## src/rtl/edge_gen.sv

```systemverilog
// Falling-edge pulse generator: programmable low time and minimum trailing high
// time, with a one-deep request slot, overrun strobe and synchronous abort.
module edge_gen #(
  parameter int unsigned CW = 8
) (
  input  logic          clk,
  input  logic          rst_n,
  input  logic          start,
  input  logic [CW-1:0] low_len,
  input  logic [CW-1:0] gap_len,
  input  logic          abort,
  output logic          out,
  output logic          busy,
  output logic          pend,
  output logic          done,
  output logic          overrun
);

  typedef enum logic [1:0] {IDLE, LOW, GAP} state_e;

  state_e        state_q;
  logic [CW-1:0] cnt_q;
  logic [CW-1:0] gap_q;
  logic [CW-1:0] pl_q;
  logic [CW-1:0] pg_q;
  logic          out_q;
  logic          busy_q;
  logic          pend_q;
  logic          done_q;
  logic          ovr_q;

  logic [CW-1:0] l_eff;
  logic [CW-1:0] g_eff;
  logic          gap_exit;

  always_comb begin
    l_eff    = (low_len == '0) ? CW'(1) : low_len;
    g_eff    = (gap_len == '0) ? CW'(1) : gap_len;
    gap_exit = (state_q == GAP) && (cnt_q == '0);
  end

  always_ff @(posedge clk or negedge rst_n) begin
    if (!rst_n) begin
      state_q <= IDLE;
      cnt_q   <= '0;
      gap_q   <= '0;
      pl_q    <= '0;
      pg_q    <= '0;
      out_q   <= 1'b1;
      busy_q  <= 1'b0;
      pend_q  <= 1'b0;
      done_q  <= 1'b0;
      ovr_q   <= 1'b0;
    end else begin
      done_q <= 1'b0;
      ovr_q  <= 1'b0;
      if (abort) begin
        state_q <= IDLE;
        cnt_q   <= '0;
        out_q   <= 1'b1;
        busy_q  <= 1'b0;
        pend_q  <= 1'b0;
      end else begin
        // Busy-time start: queue or drop. A start at GAP exit with an empty
        // slot is taken as a fresh IDLE start in the case below instead.
        if (start && (state_q != IDLE) && !(gap_exit && !pend_q)) begin
          if (pend_q) begin
            ovr_q <= 1'b1;
          end else begin
            pend_q <= 1'b1;
            pl_q   <= l_eff;
            pg_q   <= g_eff;
          end
        end
        case (state_q)
          IDLE: begin
            if (start) begin
              state_q <= LOW;
              out_q   <= 1'b0;
              busy_q  <= 1'b1;
              cnt_q   <= l_eff - CW'(1);
              gap_q   <= g_eff;
            end
          end
          LOW: begin
            if (cnt_q == '0) begin
              state_q <= GAP;
              out_q   <= 1'b1;
              cnt_q   <= gap_q - CW'(1);
            end else begin
              cnt_q <= cnt_q - CW'(1);
            end
          end
          GAP: begin
            if (cnt_q == '0) begin
              done_q <= 1'b1;
              if (pend_q) begin
                state_q <= LOW;
                out_q   <= 1'b0;
                cnt_q   <= pl_q - CW'(1);
                gap_q   <= pg_q;
                pend_q  <= 1'b0;
              end else if (start) begin
                state_q <= LOW;
                out_q   <= 1'b0;
                cnt_q   <= l_eff - CW'(1);
                gap_q   <= g_eff;
              end else begin
                state_q <= IDLE;
                busy_q  <= 1'b0;
                cnt_q   <= '0;
              end
            end else begin
              cnt_q <= cnt_q - CW'(1);
            end
          end
          default: begin
            state_q <= IDLE;
            out_q   <= 1'b1;
            busy_q  <= 1'b0;
            cnt_q   <= '0;
          end
        endcase
      end
    end
  end

  assign out     = out_q;
  assign busy    = busy_q;
  assign pend    = pend_q;
  assign done    = done_q;
  assign overrun = ovr_q;

endmodule

```

## config.mk

```make
export PLATFORM = sky130hd
export DESIGN_NAME = edge_gen
export DESIGN_NICKNAME = d
export VERILOG_FILES = /design/src/rtl/edge_gen.sv
export SDC_FILE = /design/constraint.sdc
export NUM_CORES = 1
export LEC_CHECK = 0
export CAP_MARGIN = 10
export CORE_MARGIN = 1
export CORE_UTILIZATION = 52
export CTS_CLUSTER_DIAMETER = 200
export DETAILED_ROUTE_END_ITERATION = 7
export PLACE_DENSITY = 0.76
export SLEW_MARGIN = 20
export SYNTH_ARGS = -nofsm -noshare
export SYNTH_HDL_FRONTEND = slang
export SYNTH_SLANG_ARGS = --single-unit
export TNS_END_PERCENT = 30
```

## constraint.sdc

```tcl
create_clock -name clk -period 2.15 [get_ports clk]
set_clock_uncertainty 0.1 [all_clocks]
set_input_delay 0.215 -clock clk [delete_from_list [all_inputs] [get_ports clk]]
set_output_delay 0.215 -clock clk [all_outputs]
set_load 0.03 [all_outputs]
```

==> summary.txt <==
Critical path
  • Slowest stage delay, CP: about 0.43 ns
  • CP delay by family, top: simple AND/OR/NAND/NOR gates
  • Crit. End Element: flip-flop
  • Kind of critical path: flip-flop to flip-flop
  • Worst-path fanout max: 5
  • Buf+Inv Stages, Crit Path: 3
  • Worst EP arrival: roughly 2.2 ns
  • CP Data Required Time: between 2 and 2.5 ns
  • Slowest-stage cell, CP: or3b_4
  • CP startpoint kind: flip-flop
  • Crit-path cells: inv_1, ha_1, or3b_4, nor2_8, buf_12, nor2_1, nor3_1, buf_4, o22ai_1

Logic synthesis
  • Simple-gate share of the synthesized area: 0.1927
  • XOR/XNOR share of the synthesized area: 0.03348
  • Seq/Total Area, Yosys: 0.3735
  • Adder-cell share of the synthesized area: 0.01913
  • Mapped Cells: between 200 and 300
  • Synth cell types: 53
  • Avg Cell Area, Syn: a little over 9 sq um
  • Main combinational cell family by area after synthesis: compound AO/OA/AOI/OAI gates
  • Synth Net Count: roughly 300
  • Yosys reg bits: 39
  • Number of flops mapped to enable cells by yosys: 0
  • Ys flop type: dfrtp_1
  • Compound-Gate Fraction of Synth Area: 0.2539
  • YS warnings: 0
  • Async SR Flop Fraction: 1.000
  • Post-Syn Area: 0.002616 sq mm
  • Multiplexer share of the synthesized area: 0.07221

Place
  • GPL Wtd Cong: about 0.96
  • Setup WS pre-CTS: -0.07810 ns
  • I/O Buffers: 24
  • DP Wirelength: 5581 um

Drt
  • Total Wirelength: ~7600 um
  • Number of nets still failing antenna checks after routing: 0
  • Number of DRC markers in iteration 0: 183
  • Vias per Instance: around 6.2
  • Residual DRC: 0
  • Routed WL per cell: ~18 um
  • Via count: about 2,600
  • Detailed Routing Iterations Pass 1: 5

Floorplan
  • Core area: 0.004786 sq mm
  • Starting Density: 0.5467
  • Die area: 0.005319 sq mm
  • Die Wd: between 70 and 80 um
  • Top Ports: 25
  • Die Y: between 70 and 80 um
  • FP Rows: 25

Clock network
  • Max H-tree Level: 2
  • Worst-path clk slew: roughly 0.080 ns
  • Total CTS buffers: 5
  • Clock sink total: 39
  • Clock buffer depth: 2
  • CTS tree: built
  • Root buf cell: clkbuf_8
  • Clk_lat worst skew: approximately 0.3 ns

Pwr
  • Register share of total power: 0.287
  • Logic pwr share: 0.609
  • Clock share of power: 0.104
  • Int Pwr: roughly 0.0027 W
  • PwrDens: between 1000 and 1500 mW/mm^2
  • Peak VDD IR: between 700 and 800 uV
  • Switching pwr: around 0.0021 W
  • Leak: around 1.4 nW
  • Sw Ratio: 0.4342

Run
  • Max-cap violations: 0

Final layout
  • Final design utilization: 0.6993
  • Fin nets: about 380
  • Commonest non-fill, non-tap cells in the layout: buf_4 (44), dfrtp_1 (37), a21oi_1 (25)
  • Area growth syn-to-layout: 27.93%
  • Filler cells: 396
  • Share of cells above drive strength 1: 0.2415
  • Antenna Cells: 0
  • Most common cell after layout, fill and taps aside: buf_4

STA
  • Max-slew violations: 0
  • # setup viols final: 0
  • Worst slew pin tran: 0.9119 ns
  • Tcrit/Tclk final: 0.9767
  • Tmin final: 2.100 ns
  • Final hold viol count: 0
  • Relative slew margins: 0.3921
  • PnR worst setup slack: roughly 0.05 ns
  • Sum Neg Setup Slack: 0 ns
  • Unrepaired setup endpoints after global routing: no
  • Peak Freq: 0.4762 GHz

Global route
  • Largest net degree at the start of global routing: 40
  • First-pass GRT wire length: between 10,000 and 15,000 um
  • Global route overflow: 0
  • Antenna violations before repair: 0
  • Vias in the first global route: 2,530
  • Gr usage total: 0.3145

Run status
  • Status: finished, final reports clean

Worst hold path
  • Hold Crit Class: flip-flop to flip-flop
[cells by family after synthesis]
| logic type | Yosys count |
|---|---|
| multiplexers | 17 |
| AND/OR/NAND/NOR | 90 |
| AO/OA/AOI/OAI | 98 |
| flip-flops | 39 |
| buffers and inverters | 27 |
| adder cells (fa/ha/maj) | 4 |
| XOR/XNOR | 10 |
[through the flow]
| step | power, W | area, sq um | hold WS [ns] | instances |
|---|---|---|---|---|
| 6_report | 0.004839 | 3347 | 0.4050 | 419 |
| 5_1_grt | 0.005166 | 3347 | 0.4385 | 419 |
| 4_1_cts | 0.004725 | 3324 | 0.4095 | 419 |
| 3_5_place_dp | 0.004043 | 3187 | 0.2857 | 407 |
| 3_3_place_gp | 0.003982 | 3187 | 0.2792 | 407 |
| 2_1_floorplan | 0.003082 | 2616 | -0.1806 | 285 |
[per-layer routing]
| metal | routed length, um | GRT usage | vias up |
|---|---|---|---|
| met2 | 3515 | 0.4777 | 143 |
| met4 | 217 | 0.1503 | 0 |
| li1 | - | - | 1215 |
| met3 | 573 | 0.06906 | 17 |
| met1 | 3300 | 0.4264 | 1233 |
| met5 | 0 | 0 | - |
[sequential cells by signal, summed over array words and instances (netlist names)]
name	count
out	1
cnt_q	8
pend	1
done	1
overrun	1
state_q	2
gap_q	8
busy	1
pl_q	8
pg_q	8
[path summary, 6_finish.rpt]
kind	from	endpoint	slack, ns	depth (start not counted)
hold reg to reg	pg_q[0]	pg_q[0]	0.40	2
max in group asynchronous	rst_n	pl_q[2]	0.83	2
min in group asynchronous	rst_n	busy	0.49	2
hold / removal	pg_q[0]	pg_q[0]	0.40	2
setup / recovery	cnt_q[0]	cnt_q[6]	0.05	9
setup reg to reg	cnt_q[0]	cnt_q[6]	0.05	9
[timing repair]
item	in CTS	in global routing
buffers inserted	3	0
endpoints found under the hold margin	38	0
pin swaps	1	2
endpoints found under the setup margin	23	9
resized for setup	3	6
hold buffers	1	0
[power groups by stage]
stage	clock (W)	combinational, W	sequential [W]
2_1_floorplan	0	0.00171	0.00137
3_3_place_gp	0	0.00263	0.00135
3_5_place_dp	0	0.00267	0.00137
4_1_cts	0.000510	0.00285	0.00137
5_1_grt	0.000534	0.00320	0.00143
6_report	0.000502	0.00295	0.00139
[worst register-to-register path, stage by stage, from the launching register on]
cell	delay (ns)
dfrtp_1	0.40
inv_1	0.08
ha_1	0.20
or3b_4	0.43
nor2_8	0.16
buf_12	0.13
nor2_1	0.05
nor3_1	0.21
buf_4	0.15
o22ai_1	0.08
[area by class of cell]
cell class / instances / area (sq um) / area share
Multi-Input combinational cell: 219 / 1520 / 0.4542
Sequential cell: 39 / 978.4 / 0.2923
Timing Repair Buffer: 72 / 626.9 / 0.1873
Tap cell: 67 / 83.83 / 0.02505
Clock buffer: 6 / 72.57 / 0.02168
Inverter: 14 / 52.55 / 0.01570
Clock inverter: 2 / 12.51 / 0.003738
[synth_stat cells (6+ instances only)]
cell type	count	area share
mux2_2	15	0.065
xnor2_1	6	0.020
nand2_1	15	0.022
nor2_1	19	0.027
dfrtp_1	38	0.36
nor4_1	8	0.019
inv_1	14	0.020
clkbuf_1	6	0.0086
nor3_1	13	0.025
nand3_1	6	0.011
a22oi_1	11	0.032
o211ai_1	6	0.017
a21oi_1	25	0.048
o21ai_0	19	0.036
o2bb2ai_1	8	0.027
(Power assumes the default switching activity.)
